`config.mk`:
```
export PLATFORM = sky130hd
export DESIGN_NAME = anabellek_hakem
export DESIGN_NICKNAME = d
export VERILOG_FILES = /design/src/rtl/anabellek_pkg.sv /design/src/rtl/anabellek_hakem_secici.sv /design/src/rtl/anabellek_hakem.sv
export SDC_FILE = /design/constraint.sdc
export NUM_CORES = 1
export LEC_CHECK = 0
export CAP_MARGIN = 20
export CORE_AREA = 2 2 255 257
export CTS_CLUSTER_SIZE = 25
export DETAILED_ROUTE_END_ITERATION = 6
export DIE_AREA = 0 0 257 259
export PLACE_DENSITY_LB_ADDON = 0.1
export SYNTH_ARGS = -nofsm -noshare
export SYNTH_HDL_FRONTEND = slang
export SYNTH_SLANG_ARGS = --single-unit
```
`constraint.sdc`:
```
create_clock -name clk_i -period 5.5 [get_ports clk_i]
set_input_delay 0.55 -clock clk_i [delete_from_list [all_inputs] [get_ports clk_i]]
set_output_delay 0.55 -clock clk_i [all_outputs]
set_load 0.1 [all_outputs]
```
`src/rtl/anabellek_pkg.sv`:
```
`default_nettype none
// +----------------------------------------------------------------------+
// | anabellek_pkg : shared encodings for the main-memory arbiter          |
// | Revision      : 1.0                                                   |
// +----------------------------------------------------------------------+
package anabellek_pkg;

  localparam logic [1:0] BOS   = 2'd0;
  localparam logic [1:0] ISTEK = 2'd1;
  localparam logic [1:0] ONAY  = 2'd2;
  localparam logic [1:0] BEKLE = 2'd3;

  localparam logic ISTEKCI_VO = 1'b0;
  localparam logic ISTEKCI_BO = 1'b1;

  localparam logic [31:0] BLOK_HIZALAMA = 32'hFFFF_FFF0;

  localparam int ZAMAN_ASIMI_VARSAYILAN = 1024;

  function automatic logic [31:0] blok_hizala(input logic [31:0] i_adres);
    return i_adres & BLOK_HIZALAMA;
  endfunction

endpackage
`default_nettype wire

```
`src/rtl/anabellek_hakem_secici.sv`:
```
`default_nettype none
// +----------------------------------------------------------------------+
// | anabellek_hakem_secici : two-way round-robin / fixed-priority picker  |
// | Revision               : 1.0                                          |
// +----------------------------------------------------------------------+
module anabellek_hakem_secici
  import anabellek_pkg::*;
#(
  parameter bit VO_ONCELIKLI = 1'b0
) (
  input  logic clk,
  input  logic rst,
  input  logic i_vo_istek,
  input  logic i_bo_istek,
  input  logic i_ver,
  output logic o_gecerli,
  output logic o_kazanan
);

  // Requester that wins the next tie; flips away from whoever is granted.
  logic r_oncelik;
  logic w_esitlik_kazanan;

  always_comb begin
    w_esitlik_kazanan = VO_ONCELIKLI ? ISTEKCI_VO : r_oncelik;
    o_gecerli         = i_vo_istek | i_bo_istek;
    if (i_vo_istek && i_bo_istek) begin
      o_kazanan = w_esitlik_kazanan;
    end else if (i_vo_istek) begin
      o_kazanan = ISTEKCI_VO;
    end else begin
      o_kazanan = ISTEKCI_BO;
    end
  end

  always_ff @(posedge clk) begin
    if (rst) begin
      r_oncelik <= ISTEKCI_VO;
    end else if (i_ver && o_gecerli) begin
      r_oncelik <= ~o_kazanan;
    end
  end

endmodule
`default_nettype wire

```
`src/rtl/anabellek_hakem.sv`:
```
`default_nettype none
// +----------------------------------------------------------------------+
// | anabellek_hakem : data/instruction cache arbiter for the memory ctrl  |
// | Revision        : 1.0                                                 |
// +----------------------------------------------------------------------+
module anabellek_hakem
  import anabellek_pkg::*;
#(
  parameter bit VO_ONCELIKLI = 1'b0,
  parameter int ZAMAN_ASIMI  = ZAMAN_ASIMI_VARSAYILAN
) (
  input  logic         clk_i,
  input  logic         rst_i,
  input  logic         vo_istek_i,
  input  logic         vo_yaz_i,
  input  logic [31:0]  vo_adres_i,
  input  logic [127:0] vo_yaz_veri_obegi_i,
  output logic         vo_kabul_o,
  output logic         vo_tamam_o,
  input  logic         bo_istek_i,
  input  logic [31:0]  bo_adres_i,
  output logic         bo_kabul_o,
  output logic         bo_tamam_o,
  output logic [127:0] okunan_veri_obegi_o,
  input  logic         anabellek_musait_i,
  input  logic         okunan_veri_obegi_hazir_i,
  input  logic [127:0] okunan_veri_obegi_i,
  output logic         anabellege_istek_o,
  output logic         oku_o,
  output logic         yaz_o,
  output logic [31:0]  oku_adres_o,
  output logic [31:0]  yaz_adres_o,
  output logic [127:0] yaz_veri_obegi_o,
  output logic         mesgul_o,
  output logic         hata_o
);

  localparam int                 c_sayac_g  = $clog2(ZAMAN_ASIMI + 1);
  localparam logic [c_sayac_g-1:0] c_zaman_son = c_sayac_g'(ZAMAN_ASIMI);

  logic [1:0]           r_durum;
  logic [1:0]           w_durum_sonraki;
  logic                 r_id;
  logic                 r_yaz;
  logic [31:0]          r_adres;
  logic [127:0]         r_yveri;
  logic [127:0]         r_okunan;
  logic                 r_veri_alindi;
  logic [c_sayac_g-1:0] r_sayac;
  logic [c_sayac_g-1:0] w_sayac_art;

  logic         w_gecerli;
  logic         w_kazanan;
  logic         w_ver;
  logic         w_bitti;
  logic         w_zaman_doldu;
  logic         w_hazir_gecerli;
  logic         w_k_id;
  logic         w_k_yaz;
  logic [31:0]  w_k_adres;
  logic [127:0] w_k_yveri;
  logic         w_aktif;
  logic         w_istek_s;
  logic         w_oku_s;
  logic         w_yaz_s;
  logic [127:0] w_okunan_s;

  anabellek_hakem_secici #(
    .VO_ONCELIKLI (VO_ONCELIKLI)
  ) u_secici (
    .clk        (clk_i),
    .rst        (rst_i),
    .i_vo_istek (vo_istek_i),
    .i_bo_istek (bo_istek_i),
    .i_ver      (w_ver),
    .o_gecerli  (w_gecerli),
    .o_kazanan  (w_kazanan)
  );

  assign w_ver           = (r_durum == BOS) && anabellek_musait_i && w_gecerli;
  assign w_sayac_art     = r_sayac + 1'b1;
  assign w_hazir_gecerli = (r_durum == BEKLE) && !r_yaz && okunan_veri_obegi_hazir_i;

  always_ff @(posedge clk_i) begin
    if (rst_i) begin
      r_durum <= BOS;
    end else begin
      r_durum <= w_durum_sonraki;
    end
  end

  always_comb begin
    w_durum_sonraki = r_durum;
    w_bitti         = 1'b0;
    w_zaman_doldu   = 1'b0;
    case (r_durum)
      BOS: begin
        if (w_ver) w_durum_sonraki = ISTEK;
      end
      ISTEK: w_durum_sonraki = ONAY;
      ONAY: begin
        if (!anabellek_musait_i) begin
          w_durum_sonraki = BEKLE;
        end else if (w_sayac_art == c_zaman_son) begin
          w_durum_sonraki = BOS;
          w_zaman_doldu   = 1'b1;
        end
      end
      default: begin
        // A read only completes once its block has been seen.
        if (anabellek_musait_i && (r_yaz || r_veri_alindi || okunan_veri_obegi_hazir_i)) begin
          w_durum_sonraki = BOS;
          w_bitti         = 1'b1;
        end else if (w_sayac_art == c_zaman_son) begin
          w_durum_sonraki = BOS;
          w_zaman_doldu   = 1'b1;
        end
      end
    endcase
  end

  always_comb begin
    w_k_id     = w_ver ? w_kazanan : r_id;
    w_k_yaz    = w_ver ? ((w_kazanan == ISTEKCI_VO) && vo_yaz_i) : r_yaz;
    w_k_adres  = w_ver ? blok_hizala((w_kazanan == ISTEKCI_VO) ? vo_adres_i : bo_adres_i)
                       : r_adres;
    w_k_yveri  = w_ver ? (((w_kazanan == ISTEKCI_VO) && vo_yaz_i) ? vo_yaz_veri_obegi_i : '0)
                       : r_yveri;
    w_aktif    = (w_durum_sonraki != BOS);
    w_istek_s  = (w_durum_sonraki == ISTEK);
    w_oku_s    = w_aktif && !w_k_yaz;
    w_yaz_s    = w_aktif && w_k_yaz;
    w_okunan_s = '0;
    if (w_bitti && !r_yaz) begin
      w_okunan_s = w_hazir_gecerli ? okunan_veri_obegi_i : r_okunan;
    end
  end

  always_ff @(posedge clk_i) begin
    if (rst_i) begin
      anabellege_istek_o  <= 1'b0;
      vo_kabul_o          <= 1'b0;
      bo_kabul_o          <= 1'b0;
      vo_tamam_o          <= 1'b0;
      bo_tamam_o          <= 1'b0;
      oku_o               <= 1'b0;
      yaz_o               <= 1'b0;
      oku_adres_o         <= '0;
      yaz_adres_o         <= '0;
      yaz_veri_obegi_o    <= '0;
      okunan_veri_obegi_o <= '0;
      mesgul_o            <= 1'b0;
    end else begin
      anabellege_istek_o  <= w_istek_s;
      vo_kabul_o          <= w_istek_s && (w_k_id == ISTEKCI_VO);
      bo_kabul_o          <= w_istek_s && (w_k_id == ISTEKCI_BO);
      vo_tamam_o          <= w_bitti && (r_id == ISTEKCI_VO);
      bo_tamam_o          <= w_bitti && (r_id == ISTEKCI_BO);
      oku_o               <= w_oku_s;
      yaz_o               <= w_yaz_s;
      oku_adres_o         <= w_oku_s ? w_k_adres : '0;
      yaz_adres_o         <= w_yaz_s ? w_k_adres : '0;
      yaz_veri_obegi_o    <= w_yaz_s ? w_k_yveri : '0;
      okunan_veri_obegi_o <= w_okunan_s;
      mesgul_o            <= w_aktif;
    end
  end

  always_ff @(posedge clk_i) begin
    if (rst_i) begin
      r_id          <= ISTEKCI_VO;
      r_yaz         <= 1'b0;
      r_adres       <= '0;
      r_yveri       <= '0;
      r_okunan      <= '0;
      r_veri_alindi <= 1'b0;
      r_sayac       <= '0;
      hata_o        <= 1'b0;
    end else begin
      r_id    <= w_k_id;
      r_yaz   <= w_k_yaz;
      r_adres <= w_k_adres;
      r_yveri <= w_k_yveri;
      if (w_ver) begin
        r_veri_alindi <= 1'b0;
      end else if (w_hazir_gecerli) begin
        r_veri_alindi <= 1'b1;
        r_okunan      <= okunan_veri_obegi_i;
      end
      if (r_durum == ISTEK) begin
        r_sayac <= '0;
      end else if ((r_durum == ONAY) || (r_durum == BEKLE)) begin
        r_sayac <= w_sayac_art;
      end
      if (w_zaman_doldu) begin
        hata_o <= 1'b1;
      end
    end
  end

endmodule
`default_nettype wire

```
Yosys cells after proc, flatten, opt, wreduce, memory -nomap -nowiden:

Cells that the tools add are included.

* $add $sub $neg: 1
* equal/unequal tests: 5
* muxes and demuxes: 20
* bitwise logic cells: 7
* reductions and logical operators: 29

Operators with widths (count)
* 128-bit 2-to-1 mux: 3
* 32-bit 2-to-1 mux: 2
* 1-bit logical AND: 15
* 2-bit OR reduction: 6
* 11-bit by 1-bit adder with 11-bit output (second input constant): 1
* 11-bit equality test (second input constant): 1
* 1-bit 2-to-1 mux: 9
* 2-bit 2-to-1 mux: 4
* 1-bit inverter: 6
* 2-bit case mux with 3 select lines: 1
* 2-bit by 1-bit equality test with 1-bit output (second input constant): 2
* 2-bit equality test (second input constant): 2
* 1-bit logical OR: 3
* 3-bit OR reduction: 1
* 1-bit logical NOT: 2
* 2-bit logical NOT: 1
* 1-bit case mux with 2 select lines: 1
* 2-bit nonzero test: 1
* 1-bit bitwise OR: 1

* bits in registers: 634
* output and inout port bits: 329
* logic and storage cells: 84

Depth between registers and ports, before layout:

Gate-level depths: netlist of run 1.

* word-level depth: 9
* gate-level depth with buffers: 9
* gate-level depth less buffers: 6

Hierarchy:

Synthesis of run 1 repeated with hierarchy kept, for this count alone.

* cells, all modules: 1996
* area total of the unflattened synthesis: 20728.6 um2

By module, submodules not included
* anabellek_hakem: times used 1, cells an instance 1989, area each 20668.6 um2, seq. area each 12672.2 um2
* anabellek_hakem_secici: times used 1, cells an instance 7, area each 60.1 um2, seq. area each 20.0 um2

Worst setup path after synthesis of run 1:

No wires, ideal clock.

* path kind: input -> register
* start point: input port bo_istek_i
* end point: register yaz_adres_o[13]
* library setup time: 0.132 ns
* data arrival time: 1.787 ns
* setup slack: 3.580 ns
* stages: 8
* path through: o21a_1 nand2_1 buf_2 nor2_1 clkbuf_1 buf_2 a222oi_1 nor2_1

* cells in the longest elaborated chain, start to end: 8
* elaborated cells between the ends (all ways): 15

RTL lines
* from (decl): line anabellek_hakem.sv:20 `input logic bo_istek_i,`
* 1-bit bitwise OR / 1-bit logical AND (equally long branches): line anabellek_hakem_secici.sv:26, anabellek_hakem_secici.sv:27
* 1-bit logical AND / 1-bit 2-to-1 mux (equally long branches): line anabellek_hakem.sv:80, anabellek_hakem_secici.sv:27
* 2-bit 2-to-1 mux / 1-bit inverter (equally long branches): line anabellek_hakem.sv:98, anabellek_hakem.sv:124
* 2-bit case mux with 3 select lines / 1-bit logical AND (equally long branches): line anabellek_hakem.sv:96, anabellek_hakem.sv:124
* 2-bit nonzero test / 1-bit 2-to-1 mux (equally long branches): line anabellek_hakem.sv:129, anabellek_hakem.sv:124
* 1-bit logical AND: line anabellek_hakem.sv:132 `w_yaz_s = w_aktif && w_k_yaz;`
* 1-bit inverter (no source line)
* 2-bit OR reduction (no source line)
* to (signal assigned): line anabellek_hakem.sv:162 `yaz_adres_o <= w_yaz_s ? w_k_adres : '0;`
* to (decl): line anabellek_hakem.sv:32 `output logic [31:0] yaz_adres_o,`

Several ways; a longest one is shown, not always the timed one.
A chain may end at the register's enable or synchronous reset.

Worst setup path in the final report of run 1:

* start point: register r_durum[1]
* end point: register yaz_adres_o[31]

* cells in the longest elaborated chain, start to end: 9
* elaborated cells between the ends (all ways): 16

RTL lines
* from (decl): line anabellek_hakem.sv:41 `logic [1:0] r_durum;`
* from (signal assigned): line anabellek_hakem.sv:88 `r_durum <= w_durum_sonraki;`
* 2-bit logical NOT: line anabellek_hakem.sv:80, anabellek_hakem.sv:96
* 1-bit logical AND (2 in series): line anabellek_hakem.sv:80 `assign w_ver = (r_durum == BOS) && anabellek_musait_i && w_gecerli;`
* 2-bit 2-to-1 mux: line anabellek_hakem.sv:98 `if (w_ver) w_durum_sonraki = ISTEK;`
* 2-bit case mux with 3 select lines: line anabellek_hakem.sv:96 `case (r_durum)`
* 2-bit nonzero test: line anabellek_hakem.sv:129 `w_aktif = (w_durum_sonraki != BOS);`
* 1-bit logical AND: line anabellek_hakem.sv:132
* 1-bit inverter (no source line)
* 2-bit OR reduction (no source line)

Several ways; a longest one is shown, not always the timed one.

==> summary.json, run 1 <==
{
  "finalMaxSlewViolations": 0,
  "cts_repair_resize_count": 0,
  "setup_tns_ns": 0,
  "grt_antenna_before_repair": 13,
  "clock_sinks": 634,
  "synth.yosys.seq_area_share_pct": 67.2,
  "synth_enable_flop_cells": 0,
  "final_core_util_pct": 44.4,
  "type_of_the_worst_min_delay_path": "reg -> reg",
  "crit_top_cell": "nor2_1",
  "cts.reportedPaths.clkPinSlew_ns": 0.06,
  "p_comb_share_pct": 7.7,
  "mean_number_of_vias_per_cell": 4.50,
  "seq_power_share_pct": 46.2,
  "crit_fanout": 122,
  "post_synthesis_instance_total": 1777,
  "postSynthRegisterBits": 634,
  "worst_skew_pair.late_latency_ns": 0.59,
  "cp_data_required_time_ns": 5.94,
  "post-cts-setup-buffer-count": 0,
  "net_count_after_synthesis": 2105,
  "core_area_um2": 63900,
  "p_per_area_nw_per_um2": 358,
  "tritoncts": "built",
  "placedCellCount": 3162,
  "layout_worst_path_cycle_share_pct": 54.9,
  "post_cts_hold_buffer_count": 0,
  "grt_start_max_net_pins": 158,
  "clock_power_share_pct": 46.1,
  "violations": "DRC",
  "finalWirelength_um": 63800,
  "vias_in_the_first_global_route": 14700,
  "route.vias.total": 14800,
  "critical_path.cell_chain": "nor2_1 > nand2_4 > buf_12 > nor2_2 > buf_4 > a222oi_1 > nor2_1",
  "tightest_slew_ns": 1.15,
  "area_of_the_multi_input_gates_um2": 5620,
  "groute.usage.overall_pct": 18.6,
  "cts-root-buf": "clkbuf_16",
  "setup_viol": 0,
  "slew_headroom_pct": 23.0,
  "hold_viol_final": 0,
  "drc": 1,
  "power.total_mw": 10.2,
  "p_sw_share_pct": 23.1,
  "drt_pass1_iterations": 7,
  "clock_skew_ns": 0.0240,
  "grt_first_pass_wirelength_um": 95000,
  "finalInstanceArea_um2": 28400,
  "layout.filler_cells": 6020,
  "outcome": "finished with violations",
  "start_util_pct": 29.5,
  "post-dp-hpwl_um": 43400,
  "switching_power_mw": 2.34,
  "cts_buf_count": 71,
  "io_pins": 656,
  "main_synth_ff_type": "dfxtp_1",
  "timing.final.crit_period_ns": 3.02,
  "maxCapViolations": 0,
  "syn_to_final_growth_pct": 50.4,
  "cp_data_arrival_time_ns": 3.46,
  "worst_path_dominant_cell_family": "buffers and inverters",
  "wl_per_cell_um": 19.4,
  "iteration_0_drc_markers": 956,
  "globalRoute.totalOverflow": 0,
  "power.internal_mw": 7.82,
  "ys_types": 52,
  "io_buffer_count": 647,
  "path_buf_inv": 2,
  "max_freq_ghz": 0.331,
  "critPathMaxStageDelay_ns": 0.66,
  "cp-start-kind": "flop",
  "power_leakage_nw": 11.2,
  "cts_buffer_depth": 3,
  "synth_warn": 0,
  "timing.setup.critical_path_class": "reg -> reg",
  "post-place-ws_ns": 2.06,
  "finish.net_count": 2708,
  "fin_cells": 3292,
  "ir_drop_uv": 212,
  "route.antenna.remaining_nets": 0,
  "register_area_um2": 12700,
  "floorplan.die.width_um": 257,
  "dieArea_um2": 66600,
  "cts-htree-levels": 3,
  "placement_rows": 93,
  "placed_cell_area_um2": 26000,
  "post_route_cells_drive_above_1_share_pct": 5.75,
  "critical_path.endpoint_type": "flop",
  "hold_slack_ns": 0.457,
  "gpl_congestion": 0.804,
  "cp_slowest_cell": "dfxtp_1",
  "synth.cell_area_um2": 18900,
  "async_set_or_reset_flop_fraction_in_the_synthesized_netlist_pct": 0,
  "setup_slack_ns": 2.48,
  "rsz0062_at_grt": "false",
  "die_h_um": 259,
  "syn_area_per_cell_um2": 10.6
}
-- layout by cell type (no fill, tap or decap), drive strengths merged, types with 4 or more instances in the layout --
master / instances
xor2: 8
mux2i: 129
clkbuf: 106
o21ai: 8
buf: 15
dfxtp: 634
nor3: 12
nand4: 6
a22oi: 128
clkdlybuf4s50: 644
clkinv: 14
a211oi: 5
diode: 4
nand2: 10
a21oi: 33
a222oi: 28
nor2: 594
inv: 11
-- cells in the mapped netlist (3+ instances only) --
master / count / share of area, %
buf_1: 4 / 0.080
nor3b_1: 3 / 0.12
a222oi_1: 28 / 1.5
nand2_1: 10 / 0.20
xor2_1: 8 / 0.37
dfxtp_1: 634 / 67
buf_4: 3 / 0.12
nand4_1: 5 / 0.17
nand3_1: 3 / 0.080
o21ai_0: 4 / 0.11
nor3_1: 11 / 0.29
clkbuf_1: 73 / 1.5
nand3b_1: 3 / 0.12
buf_2: 48 / 1.3
a22oi_1: 128 / 5.1
or3_1: 3 / 0.099
a211oi_1: 5 / 0.20
nor2_1: 594 / 12
a21oi_1: 33 / 0.87
inv_1: 9 / 0.18
mux2i_1: 129 / 6.8
-- power groups by stage --
stage	registers [mW]	logic [mW]	clock network, mW
2_1_floorplan	4.96	0.250	0
3_3_place_gp	4.80	0.780	0
3_5_place_dp	4.80	0.785	0
4_1_cts	4.70	0.789	4.83
5_1_grt	4.70	0.833	5.03
6_report	4.70	0.780	4.68
-- cells by family (layout without fill, tap and decap cells) --
| logic type | count (synthesis) | in the layout | share of synthesized area [%] |
|---|---|---|---|
| fa+ha+maj | 1 | 1 | 0.0663 |
| xor+xnor | 9 | 9 | 0.418 |
| other cells | 0 | 4 | 0 |
| mux | 129 | 129 | 6.84 |
| compound gates | 217 | 217 | 8.59 |
| flops | 634 | 634 | 67.2 |
| simple gates | 649 | 649 | 13.7 |
| buf+inv | 138 | 794 | 3.16 |
-- worst register-to-register path: cells and delay by family, from the launching register on --
kind | cells | cell delay, ns
buffers and inverters | 2 | 0.87
AND/OR/NAND/NOR | 4 | 0.90
flip-flops | 1 | 0.66
AO/OA/AOI/OAI | 1 | 0.45
-- final timing paths --
path / startpoint / end / slack (ns) / cells past startpoint
min reg2reg: r_id$_SDFF_PP0_ / vo_tamam_o$_SDFF_PP0_ / 0.46 / 1
max: r_durum[1]$_SDFF_PP0_ / yaz_adres_o[31]$_SDFF_PP0_ / 2.48 / 7
max reg2reg: r_durum[1]$_SDFF_PP0_ / yaz_adres_o[31]$_SDFF_PP0_ / 2.48 / 7
min: r_id$_SDFF_PP0_ / vo_tamam_o$_SDFF_PP0_ / 0.46 / 1
-- layout make-up --
type	count	area share, %
Clock inverter	20	0.732
Antenna cell	4	0.0353
Clock buffer	106	7.51
Tap cell	855	3.77
Multi-Input combinational cell	1005	19.8
Inverter	9	0.119
Timing Repair Buffer	659	23.3
Sequential cell	634	44.7
-- registers in the layout, indices dropped and copies added, names as in the netlist, 2 cells and up --
name,cells
oku_adres_o,32
okunan_veri_obegi_o,128
r_adres,32
r_durum,2
r_okunan,128
r_sayac,11
r_yveri,128
yaz_adres_o,32
yaz_veri_obegi_o,128
-- layer usage --
metal | wire, um | share of wire [%] | up-vias | global-route usage, %
li1 | - | - | 7142 | -
met1 | 25200 | 39 | 7058 | 21.5
met2 | 30700 | 48 | 498 | 31.2
met3 | 6390 | 10 | 102 | 8.02
met4 | 1390 | 2.2 | 18 | 5.67
met5 | 123 | 0.19 | - | 0
Note: power is estimated with default switching activity, not from simulation.
==> inputs of run 2 (changes only) <==
clock period = 2.5 ns   (was 5.5 ns; I/O delays follow)
==> run 2 against run 1 <==
  * The run now ends clean
  * Highest routed layer unchanged
  * Clock skew is 0.0066 ns lower
  * Worst setup slack worse by 2.2 ns
  * Fmax increased by 36%
  * Clock-buffer cell count grew 2
  * Non-clock buffer count is 42 higher
  * Via count grew 1.2%
  * Total power increased by 120%
  * Die area did not move
  * Largest power group unchanged
  * Clock power up 110%
  * Core utilization shrank 0.63 points
  * Routed wire length is 1.4% higher
==> summary.json, run 2 (synthesis results as in run 1) <==
{
  "globalRoute.totalOverflow": 0,
  "core_area_um2": 63900,
  "drt_pass1_iterations": 5,
  "post-dp-hpwl_um": 45600,
  "hold_slack_ns": 0.285,
  "critical_path.endpoint_type": "flop",
  "grt_antenna_before_repair": 10,
  "io_buffer_count": 647,
  "cp-start-kind": "flop",
  "clock_skew_ns": 0.0175,
  "hold_viol_final": 0,
  "cts-htree-levels": 3,
  "layout.filler_cells": 6123,
  "grt_first_pass_wirelength_um": 95000,
  "max_freq_ghz": 0.450,
  "layout_worst_path_cycle_share_pct": 89.0,
  "finalWirelength_um": 64600,
  "mean_number_of_vias_per_cell": 4.50,
  "route.vias.total": 15000,
  "tightest_slew_ns": 0.838,
  "setup_viol": 0,
  "gpl_congestion": 0.810,
  "most-common-layout-cells": "dfxtp_1, nor2_1, buf_4",
  "grt_start_max_net_pins": 123,
  "iteration_0_drc_markers": 928,
  "register_area_um2": 12700,
  "post_route_cells_drive_above_1_share_pct": 20.3,
  "route.antenna.remaining_nets": 0,
  "vias_in_the_first_global_route": 15000,
  "cts_buffer_depth": 3,
  "setup_tns_ns": 0,
  "cts.reportedPaths.clkPinSlew_ns": 0.06,
  "io_pins": 656,
  "tritoncts": "built",
  "ir_drop_uv": 463,
  "finalMaxSlewViolations": 0,
  "power_leakage_nw": 12.1,
  "r2r_cells": 7,
  "outcome": "finished clean",
  "clock_sinks": 634,
  "cts-root-buf": "clkbuf_16",
  "crit_fanout": 6,
  "die_h_um": 259,
  "dieArea_um2": 66600,
  "cts_buf_count": 70,
  "groute.usage.overall_pct": 18.7,
  "fin_cells": 3333,
  "start_util_pct": 29.5,
  "placement_rows": 93,
  "cp_data_required_time_ns": 2.95,
  "maxCapViolations": 0,
  "syn_to_final_growth_pct": 48.3,
  "worst_skew_pair.late_latency_ns": 0.60,
  "worstHoldPathCells": 3,
  "wl_per_cell_um": 19.4,
  "finish.net_count": 2749,
  "p_per_area_nw_per_um2": 788,
  "floorplan.die.width_um": 257,
  "rsz0062_at_grt": "false",
  "cp_data_arrival_time_ns": 2.67,
  "slew_headroom_pct": 44.2,
  "placedCellCount": 3202,
  "final_core_util_pct": 43.8,
  "drc": 0,
  "timing.final.crit_period_ns": 2.22,
  "type_of_the_worst_min_delay_path": "in -> reg",
  "timing.setup.critical_path_class": "reg -> reg",
  "area_of_the_multi_input_gates_um2": 5620,
  "most_common_library_cell_in_the_layout_ignoring_fill_and_taps": "dfxtp_1"
}
run 2: power breakdown:
part	total (mW)	internal, mW	switching (mW)
combinational	1.79	0.763	1.03
clock	9.92	5.78	4.15
sequential	10.3	10.3	0.0592
run 2: final timing paths:
kind	startpoint	end	slack [ns]
max	r_sayac[0]$_SDFFE_PP0P_	yaz_adres_o[2]$_SDFF_PP0_	0.28
min	okunan_veri_obegi_i[1]	r_okunan[1]$_SDFFE_PP0N_	0.28
max reg2reg	r_sayac[0]$_SDFFE_PP0P_	yaz_adres_o[2]$_SDFF_PP0_	0.28
min reg2reg	hata_o$_SDFFE_PP0P_	hata_o$_SDFFE_PP0P_	0.45
run 2: area by class of cell:
cell class,count,area share (%)
Sequential cell,634,45.4
Timing Repair Buffer,701,22.7
Multi-Input combinational cell,1005,20.1
Clock buffer,108,7.45
Tap cell,855,3.82
Clock inverter,18,0.478
Inverter,9,0.121
Antenna cell,3,0.0268
run 2: worst max-delay path, stage by stage, from the launching register on:
cell and delay (ns):
dfxtp_1 0.42, ha_1 0.23, nand3_1 0.16, nor4_2 0.37, nor3_4 0.09, buf_4 0.17
o31ai_2 0.47, a211oi_1 0.16
run 2: per-stage QoR:
stage / setup slack [ns] / power, mW / instance area, um^2
6_report: 0.276 / 22.0 / 28000
3_3_place_gp: -0.0450 / 12.3 / 25700
4_1_cts: 0.0334 / 22.4 / 28000
3_5_place_dp: -0.0617 / 12.4 / 25700
2_1_floorplan: 0.596 / 11.5 / 18900
5_1_grt: 0.0796 / 22.9 / 28000
run 2: what timing repair did:
action | CTS | global route
setup buffers | 0 | 1
endpoints found under the hold margin | 2 | 0
endpoints found under the setup margin | 0 | 59
hold buffers | 1 | 0
gates resized for setup | 0 | 1
run 2: layer usage:
layer  vias up  global-route usage [%]  part of all wire (%)
met5         -                       0                  0.15
met4        14                    6.22                   2.5
met3       111                    7.99                   9.9
met2       496                    31.4                    48
met1      7144                    21.3                    39
li1       7231                       -                     -
==> inputs of run 3 (changes only) <==
SETUP_SLACK_MARGIN = 0.4   (was unset)
==> run 3 against run 2 <==
  * Global-route usage up 0.059 points
  * Routed wire length grew 0.93%
  * Clock power barely moved
  * Sequential power is essentially flat
  * Via count rose by 0.41%
  * Sequential share of layout area is 0.27 points lower
  * Largest cell class unchanged
==> summary.json, run 3 (synthesis results as in run 1) <==
{
  "slew_headroom_pct": 44.9,
  "dieArea_um2": 66600,
  "io_buffer_count": 647,
  "cp-start-kind": "flop",
  "post_route_cells_drive_above_1_share_pct": 21.3,
  "p_per_area_nw_per_um2": 783,
  "grt_start_max_net_pins": 123,
  "max_freq_ghz": 0.504,
  "area_of_the_multi_input_gates_um2": 5710,
  "maxCapViolations": 0,
  "type_of_the_worst_min_delay_path": "in -> reg",
  "hold_slack_ns": 0.285,
  "drc": 0,
  "layout.filler_cells": 6117,
  "most-common-layout-cells": "dfxtp_1, nor2_1, buf_4",
  "worstReg2RegEnd": "yaz_adres_o[10]$_SDFF_PP0_",
  "globalRoute.totalOverflow": 0,
  "finalMaxSlewViolations": 0,
  "die_h_um": 259,
  "setup_viol": 0,
  "cts_buf_count": 70,
  "layout_worst_path_cycle_share_pct": 79.3,
  "vias_in_the_first_global_route": 15000,
  "gpl_congestion": 0.810,
  "outcome": "finished clean",
  "core_area_um2": 63900,
  "grt_antenna_before_repair": 10,
  "hold_start": "okunan_veri_obegi_i[1]",
  "groute.usage.overall_pct": 18.7,
  "finalWirelength_um": 65200,
  "mean_number_of_vias_per_cell": 4.51,
  "wl_per_cell_um": 19.5,
  "post-dp-hpwl_um": 45600,
  "route.vias.total": 15100,
  "cts-htree-levels": 3,
  "cts-root-buf": "clkbuf_16",
  "drt_pass1_iterations": 7,
  "cp_data_arrival_time_ns": 2.44,
  "route.antenna.remaining_nets": 0,
  "most_common_library_cell_in_the_layout_ignoring_fill_and_taps": "dfxtp_1",
  "post-place-ws_ns": -0.0617,
  "reg2reg_setup_slack_ns": 0.52,
  "io_pins": 656,
  "timing.final.crit_period_ns": 1.98,
  "setup_slack_ns": 0.517,
  "floorplan.die.width_um": 257,
  "worst_skew_pair.late_latency_ns": 0.60,
  "hold_viol_final": 0,
  "clock_skew_ns": 0.0176,
  "cp_data_required_time_ns": 2.95,
  "rsz0062_at_grt": "false",
  "cts.reportedPaths.clkPinSlew_ns": 0.06,
  "timing.setup.critical_path_class": "reg -> reg",
  "worst_setup_path_startpoint": "r_durum[1]$_SDFF_PP0_",
  "cts_buffer_depth": 3,
  "clock_sinks": 634,
  "final_core_util_pct": 44.1,
  "tightest_slew_ns": 0.827,
  "finish.net_count": 2755,
  "iteration_0_drc_markers": 898,
  "critical_path.endpoint_type": "flop",
  "grt_first_pass_wirelength_um": 95300,
  "crit_fanout": 10,
  "crit_end": "yaz_adres_o[10]$_SDFF_PP0_",
  "r2r_cells": 8,
  "register_area_um2": 12700,
  "syn_to_final_growth_pct": 49.4,
  "regToRegStartpoint": "r_durum[1]$_SDFF_PP0_",
  "tritoncts": "built",
  "placement_rows": 93,
  "start_util_pct": 29.5,
  "power_leakage_nw": 12.1,
  "ir_drop_uv": 463
}
==> run 3: cell types whose count changed in the layout (fill, tap and decap cells not counted), sizes merged <==
cell    before  now
buf        383  387
clkbuf     108  110
==> run 3: layout make-up <==
class,instances,share of cell area (%)
antenna,3,0.0266
multi-input combinational,1005,20.2
timing repair buffer,707,22.9
clock inverter,18,0.475
sequential,634,45.1
clock buffer,108,7.40
inverter,9,0.120
tap,855,3.79
==> run 3: worst min path at each step <==
stage	to	slack, ns	cells past startpoint
6_report	r_okunan[1]$_SDFFE_PP0N_	0.28	3
5_1_grt	yaz_veri_obegi_o[0]$_SDFF_PP0_	0.28	3
4_1_cts	r_okunan[1]$_SDFFE_PP0N_	0.25	3
3_5_place_dp	hata_o$_SDFFE_PP0P_	0.44	2
3_3_place_gp	vo_tamam_o$_SDFF_PP0_	0.44	1
2_1_floorplan	okunan_veri_obegi_o[0]$_SDFF_PP0_	0.41	2
==> run 3: worst max-delay path: stages, from the launching register on <==
cell	delay, ns
dfxtp_2	0.36
or2_2	0.35
o22ai_2	0.22
o211ai_1	0.16
o21ai_4	0.19
buf_12	0.16
buf_4	0.15
buf_4	0.18
nor2_1	0.06
==> run 3: what timing repair did <==
item,CTS,global route
pin swaps,1,7
endpoints found under the setup margin,193,150
resized for setup,15,18
setup buffers,2,3
endpoints found under the hold margin,2,0
hold buffers,1,0
cloned,0,2
==> run 3: layer usage <==
metal	share of wire, %	GRT usage [%]	vias to the layer above
li1	-	-	7248
met1	39	21.3	7174
met2	48	31.6	511
met3	9.9	7.97	111
met4	2.5	6.22	14
met5	0.15	0	-
==> run 3: report_power, final <==
part / internal (mW) / switching (mW) / total, mW / leakage [nW]
logic: 0.778 / 1.04 / 1.82 / 5.91
clock network: 5.77 / 4.15 / 9.92 / 1.10
registers: 10.3 / 0.0601 / 10.3 / 5.12
total: 16.8 / 5.25 / 22.1 / 12.1
==> run 3: through the flow <==
step / TNS, ns / power [mW] / cells / cell area (um^2)
after detailed placement: -1.55 / 12.4 / 3202 / 25700
after floorplan: 0 / 11.5 / 1777 / 18900
after CTS: 0 / 22.4 / 3331 / 28100
after global placement: -1.61 / 12.3 / 3202 / 25700
after global routing: 0 / 22.9 / 3336 / 28200
final: 0 / 22.1 / 3339 / 28200
